<file path="config.mk">
export PLATFORM = sky130hd
export DESIGN_NAME = if_fetch_stage
export DESIGN_NICKNAME = d
export VERILOG_FILES = /design/src/rtl/if_fetch_stage.sv
export SDC_FILE = /design/constraint.sdc
export NUM_CORES = 1
export LEC_CHECK = 0
export ABC_CLOCK_PERIOD_IN_PS = 10100
export CAP_MARGIN = 20
export CORE_UTILIZATION = 45
export CTS_CLUSTER_DIAMETER = 40
export CTS_CLUSTER_SIZE = 40
export DETAILED_ROUTE_END_ITERATION = 16
export DONT_BUFFER_PORTS = 1
export GPL_TIMING_DRIVEN = 0
export HOLD_SLACK_MARGIN = 0.03
export PLACE_DENSITY = 0.61
export RECOVER_POWER = 25
export SLEW_MARGIN = 20
export SYNTH_ARGS = -nofsm -noshare
export SYNTH_HDL_FRONTEND = slang
export SYNTH_SLANG_ARGS = --single-unit
</file>
<file path="constraint.sdc">
create_clock -name clk -period 10.1 [get_ports clk]
set_input_delay 3.03 -clock clk [delete_from_list [all_inputs] [get_ports clk]]
set_output_delay 3.03 -clock clk [all_outputs]
set_load 0.005 [all_outputs]
</file>
<file path="src/rtl/if_fetch_stage.sv">
// -----------------------------------------------------------------------------
// if_fetch_stage
//
// Instruction fetch stage with a small in-order fetch buffer in front of the
// decode stage. The PC is word-addressed and advances by one per issued fetch.
// Instruction memory is a fixed one-cycle-latency read port: a request in
// cycle N returns imem_rdata in cycle N+1. That data is written into the
// buffer at the end of N+1 and reaches IF_ID_* in N+2.
//
// Fetches are issued only when a buffer slot is guaranteed for the response.
// The slot count includes the response still in flight and the entry that
// decode is popping this cycle. A redirect from EX/MEM overrides everything
// else in its cycle: it reloads the PC, empties the buffer, drops the pending
// response and issues no fetch.
//
// Handshake (IF -> ID): the head entry is offered while IF_ID_VALID=1. It is
// consumed on a rising edge where IF_ID_VALID=1 and id_ready=1, unless
// EX_MEM_PCSrc=1 in that same cycle. While it is not consumed, IF_ID_INSTR and
// IF_ID_NPC hold their values. The memory side has no ready signal:
// imem_req=1 is a committed read, and its data is taken exactly one cycle
// later.
//
// Parameters
//   WIDTH     : instruction / PC / NPC width in bits
//   ADDR_W    : instruction-memory word-address width (depth 2^ADDR_W)
//   BUF_DEPTH : fetch-buffer entries, 2..8
//   RESET_PC  : PC loaded on reset
//
// Ports
//   clk            : rising-edge clock
//   rst_n          : asynchronous active-low reset
//   EX_MEM_PCSrc   : redirect request
//   EX_MEM_NPC     : redirect target PC
//   imem_req       : memory read request this cycle
//   imem_addr      : memory word address, PC[ADDR_W-1:0] (aliases on wrap)
//   imem_rdata     : read data, valid one cycle after imem_req
//   id_ready       : decode accepts the head entry
//   IF_ID_VALID    : buffer head is valid
//   IF_ID_INSTR    : buffer head instruction
//   IF_ID_NPC      : buffer head next-PC tag (fetch PC + 1)
//   redirect_count : saturating count of accepted redirects
// -----------------------------------------------------------------------------
module if_fetch_stage #(
    parameter int              WIDTH     = 32,
    parameter int              ADDR_W    = 7,
    parameter int              BUF_DEPTH = 2,
    parameter logic [WIDTH-1:0] RESET_PC = '0
) (
    input  logic              clk,
    input  logic              rst_n,
    input  logic              EX_MEM_PCSrc,
    input  logic [WIDTH-1:0]  EX_MEM_NPC,
    output logic              imem_req,
    output logic [ADDR_W-1:0] imem_addr,
    input  logic [WIDTH-1:0]  imem_rdata,
    input  logic              id_ready,
    output logic              IF_ID_VALID,
    output logic [WIDTH-1:0]  IF_ID_INSTR,
    output logic [WIDTH-1:0]  IF_ID_NPC,
    output logic [15:0]       redirect_count
);

    // count must be able to hold BUF_DEPTH itself
    localparam int CNT_W = $clog2(BUF_DEPTH + 1);
    localparam int PTR_W = $clog2(BUF_DEPTH);

    localparam logic [CNT_W:0]   DEPTH_C  = (CNT_W + 1)'(BUF_DEPTH);
    localparam logic [PTR_W-1:0] LAST_PTR = PTR_W'(BUF_DEPTH - 1);

    // -------------------------------------------------------------------------
    // State
    // -------------------------------------------------------------------------
    logic [WIDTH-1:0] pc;
    logic             inflight;   // a response arrives on imem_rdata this cycle
    logic [WIDTH-1:0] tag_npc;    // NPC tag travelling with that response

    logic [WIDTH-1:0] fifo_instr [BUF_DEPTH];
    logic [WIDTH-1:0] fifo_npc   [BUF_DEPTH];
    logic [PTR_W-1:0] head;
    logic [PTR_W-1:0] tail;
    logic [CNT_W-1:0] count;

    logic [15:0]      redir_cnt;

    // -------------------------------------------------------------------------
    // Control
    // -------------------------------------------------------------------------
    logic             redirect;
    logic             pop;
    logic             push;
    logic             issue;
    logic [CNT_W:0]   occupancy;
    logic [WIDTH-1:0] pc_inc;

    assign redirect = EX_MEM_PCSrc;
    assign pop      = (count != '0) & id_ready;
    assign push     = inflight;
    assign pc_inc   = pc + WIDTH'(1);

    // Slots already promised: buffered entries plus the pending response,
    // minus the head that leaves at this edge. pop implies count >= 1, so the
    // subtraction cannot underflow.
    assign occupancy = {1'b0, count}
                     + {{CNT_W{1'b0}}, inflight}
                     - {{CNT_W{1'b0}}, pop};

    // rst_n gates the request so the memory sees no read while reset is held.
    assign issue = rst_n & ~redirect & (occupancy < DEPTH_C);

    function automatic logic [PTR_W-1:0] ptr_next(input logic [PTR_W-1:0] p);
        return (p == LAST_PTR) ? '0 : p + PTR_W'(1);
    endfunction

    // -------------------------------------------------------------------------
    // PC and in-flight tracking
    // -------------------------------------------------------------------------
    always_ff @(posedge clk or negedge rst_n) begin
        if (!rst_n) begin
            pc       <= RESET_PC;
            inflight <= 1'b0;
            tag_npc  <= '0;
        end else if (redirect) begin
            // No fetch in the redirect cycle, so nothing arrives next cycle.
            pc       <= EX_MEM_NPC;
            inflight <= 1'b0;
        end else begin
            inflight <= issue;
            if (issue) begin
                pc      <= pc_inc;
                tag_npc <= pc_inc;
            end
        end
    end

    // -------------------------------------------------------------------------
    // Fetch buffer pointers and occupancy
    // -------------------------------------------------------------------------
    always_ff @(posedge clk or negedge rst_n) begin
        if (!rst_n) begin
            head  <= '0;
            tail  <= '0;
            count <= '0;
        end else if (redirect) begin
            // A pop or push in this cycle does not take effect.
            head  <= '0;
            tail  <= '0;
            count <= '0;
        end else begin
            if (push) begin
                tail <= ptr_next(tail);
            end
            if (pop) begin
                head <= ptr_next(head);
            end
            case ({push, pop})
                2'b10:   count <= count + CNT_W'(1);
                2'b01:   count <= count - CNT_W'(1);
                default: count <= count;
            endcase
        end
    end

    // -------------------------------------------------------------------------
    // Fetch buffer storage. It is reset so that the outputs are never X.
    // A redirect leaves the stale contents in place because they are hidden
    // behind count == 0.
    // -------------------------------------------------------------------------
    always_ff @(posedge clk or negedge rst_n) begin
        if (!rst_n) begin
            for (int i = 0; i < BUF_DEPTH; i++) begin
                fifo_instr[i] <= '0;
                fifo_npc[i]   <= '0;
            end
        end else if (push && !redirect) begin
            fifo_instr[tail] <= imem_rdata;
            fifo_npc[tail]   <= tag_npc;
        end
    end

    // -------------------------------------------------------------------------
    // Saturating redirect counter
    // -------------------------------------------------------------------------
    always_ff @(posedge clk or negedge rst_n) begin
        if (!rst_n) begin
            redir_cnt <= '0;
        end else if (redirect && (redir_cnt != 16'hFFFF)) begin
            redir_cnt <= redir_cnt + 16'd1;
        end
    end

    // -------------------------------------------------------------------------
    // Outputs
    // -------------------------------------------------------------------------
    assign imem_req       = issue;
    assign imem_addr      = pc[ADDR_W-1:0];
    assign IF_ID_VALID    = (count != '0);
    assign IF_ID_INSTR    = fifo_instr[head];
    assign IF_ID_NPC      = fifo_npc[head];
    assign redirect_count = redir_cnt;

endmodule

</file>
==> impl_metrics.toml <==
[clock_network]
cts_buffer_depth = 3
clockRootBuffer = "clkbuf_16"
cts.clk_slew.worst_paths_ns = 0.05
cts.repair.resized = 0
cts_tree = "built"
numCtsBuffers = 34
clkSinkCount = 213
htreeDepth = 2
holdBufCountCts = 0
clk_latency_ns = 0.50
cts_setup_buffers = 0

[setup_path]
cp-end-kind = "output port"
path_class = "input pin to output port"
crit_required_ns = 7.07
arrival_ns = 5.04
critPathLaunchType = "input pin"
worstPathMaxFanout = 10

[route]
num_vias = 6257
drt_wl_total_um = 22600
drtPass1Iterations = 4
drtAntennaViolNets = 0
viasPerCell = 5.66
drc = 0
drt_iter0_markers = 349
routedWlPerCell_um = 20.5

[finish]
seq_area_um2 = 5330
nNetsFinal = 877
drive_above_1_share_pct = 31.6
areaGrowthSynthToFinish_pct = 16.0
antenna_cells = 0
final_util_pct = 53.5
fill_cells = 1760
multiInputGateArea_um2 = 4130

[floorplan]
die_area_um2 = 22300
io_pins = 157
die_w_um = 149
num_rows = 53
die_height_um = 149
core-area_um2 = 21200
initial_core_util_pct = 46.1

[place]
port_buffers = 0
pre_cts_ws_ns = 2.07
hpwl_um = 15300
gp_congestion = 0.870

[global_route]
grt_pass1_vias = 6631
antenna_found_initial = 0
grt_use_total_pct = 20.8
overflow = 0
grt_pass1_wl_um = 35800
grt_max_degree = 215

[timing]
rsz0062_at_grt = "false"
max_freq_mhz = 124
setup_viol = 0
worstMarginPinSlew_ns = 0.880
hold_viol = 0
finClkSkew_ns = 0.0226
min_period_ns = 8.07
timing.final.crit_share_pct = 79.9
max_slew_margin_pct = 41.3
worst_slack_ns = 2.03
tns_ns = 0
maxSlewViolCount = 0

[pwr]
p_sw_uw = 993
seq_power_share_pct = 41.4
swShare_pct = 28.8
cell_internal_pwr_mw = 2.45
powerDensity_nw_per_um2 = 304
p_comb_share_pct = 23.0
power_frac_clock_pct = 35.6
power.leakage_nw = 4.95
vdd_drop_max_mv = 0.139

[outcome]
run_status = "complete, no violations"

[run]
maxCapViolCount = 0

[logic_synthesis]
seq_area_frac_synth_pct = 54.6
ys_types = 49
yosys_warnings = 0
synth_fp_nets = 841
syn-instance-count = 769
netlist_area_um2 = 9760
ys_seq_elements = 213
synth_area_per_cell_um2 = 12.7

[min_path]
min-delay-path-class = "flop to flop"
[worst paths after layout]
path	startpoint	end	cells after the start	slack (ns)
setup reg to reg	count[1]	pc[14]	12	6.63
max in group asynchronous	rst_n	pc[8]	0	7.51
hold / removal	fifo_instr[11]	fifo_instr[11]	1	0.48
hold reg to reg	fifo_instr[11]	fifo_instr[11]	1	0.48
setup / recovery	id_ready	imem_req	9	2.03
min in group asynchronous	rst_n	fifo_instr[8]	0	2.24
[logic make-up after synthesis]
logic type      Yosys count  share of synthesized area, %
flops                   213                          54.6
mux                     193                          22.3
simple gates            152                          8.82
xor+xnor                 49                          4.40
compound gates           95                          6.22
fa+ha+maj                 4                         0.590
buf+inv                  63                          3.06
[worst max-delay path, stage by stage]
cell,delay (ns)
nand2_1,0.12
inv_1,0.06
ha_1,0.26
nand2b_1,0.16
fa_1,0.39
xnor2_1,0.16
nand4b_1,0.43
inv_2,0.15
buf_2,0.27
[power groups by stage]
stage / Clock (mW) / Combinational [mW] / Sequential, mW
after floorplan: 0 / 0.649 / 1.36
after global placement: 0 / 0.774 / 1.41
after detailed placement: 0 / 0.799 / 1.44
after CTS: 1.25 / 0.809 / 1.43
after global routing: 1.29 / 0.870 / 1.47
final: 1.23 / 0.794 / 1.42
[per-stage QoR]
step / cells / area [um^2] / total power [mW] / hold slack, ns
5_1_grt: 1105 / 11300 / 3.63 / 0.500
3_3_place_gp: 1044 / 10100 / 2.18 / 0.468
3_5_place_dp: 1044 / 10100 / 2.24 / 0.477
6_report: 1105 / 11300 / 3.44 / 0.484
2_1_floorplan: 769 / 9760 / 2.01 / 0.458
4_1_cts: 1105 / 11300 / 3.49 / 0.488
[Yosys cell counts (all sizes together)]
master / count / area [um^2]
a211oi: 2 / 20.0
a21boi: 1 / 7.51
a21o: 6 / 45.0
a21oi: 7 / 35.0
a221o: 11 / 110
a22oi: 15 / 113
a41o: 1 / 10.0
a41oi: 1 / 8.76
and2: 3 / 18.8
and3: 1 / 6.26
and4: 2 / 17.5
buf: 33 / 186
clkbuf: 20 / 75.1
dfrtp: 213 / 5330
fa: 1 / 20.0
ha: 3 / 37.5
inv: 10 / 37.5
mux2: 193 / 2170
nand2: 48 / 180
nand2b: 3 / 18.8
nand3: 23 / 115
nand3b: 2 / 15.0
nand4: 17 / 128
nand4b: 1 / 8.76
nor2: 22 / 90.1
nor2b: 3 / 18.8
nor3: 8 / 56.3
nor3b: 4 / 30.0
nor4: 13 / 143
o211ai: 1 / 7.51
o21ai: 50 / 250
or2: 1 / 6.26
or3b: 1 / 8.76
xnor2: 26 / 228
xor2: 23 / 201
[area by class of cell]
cell class | instances | area share, %
clock buffers | 42 | 8.41
clock inverters | 19 | 2.34
inverters | 10 | 0.332
plain buffers | 53 | 2.31
flip-flops and latches | 213 | 47.1
well taps | 275 | 3.04
multi-input cells | 493 | 36.5
[metal layers]
layer  track usage, %  part of all wire [%]  wire length [um]
met1             26.1                    42              9460
met2             34.4                    48             10800
met3             5.57                   7.8              1780
met4             7.70                   2.6               592
met5                0                     0                 0
[registers in the layout (all words and copies together), names as in the netlist]
signal	cells
count	2
fifo_npc	64
tag_npc	32
tail	1
inflight	1
redirect_count	16
pc	32
head	1
fifo_instr	64
[cell usage in the layout (no fill, tap or decap), types with 4 or more instances in the layout]
master,Yosys,final
a21o_1,6,6
a21oi_1,7,7
a221o_1,11,11
a22oi_1,15,15
buf_2,23,23
buf_4,7,7
bufinv_16,0,6
clkbuf_1,20,22
clkbuf_16,0,35
clkbuf_8,0,5
clkinv_2,0,6
clkinvlp_4,0,5
dfrtp_1,213,213
inv_1,9,9
mux2_1,36,36
mux2_2,157,157
nand2_1,48,48
nand3_1,23,23
nand4_1,15,15
nor2_1,21,21
nor3_1,6,6
nor3b_1,4,4
nor4_1,6,6
nor4_2,5,5
o21ai_0,5,5
o21ai_1,45,45
xnor2_1,26,26
xor2_1,23,23
Note: power is estimated with default switching activity, not from simulation.
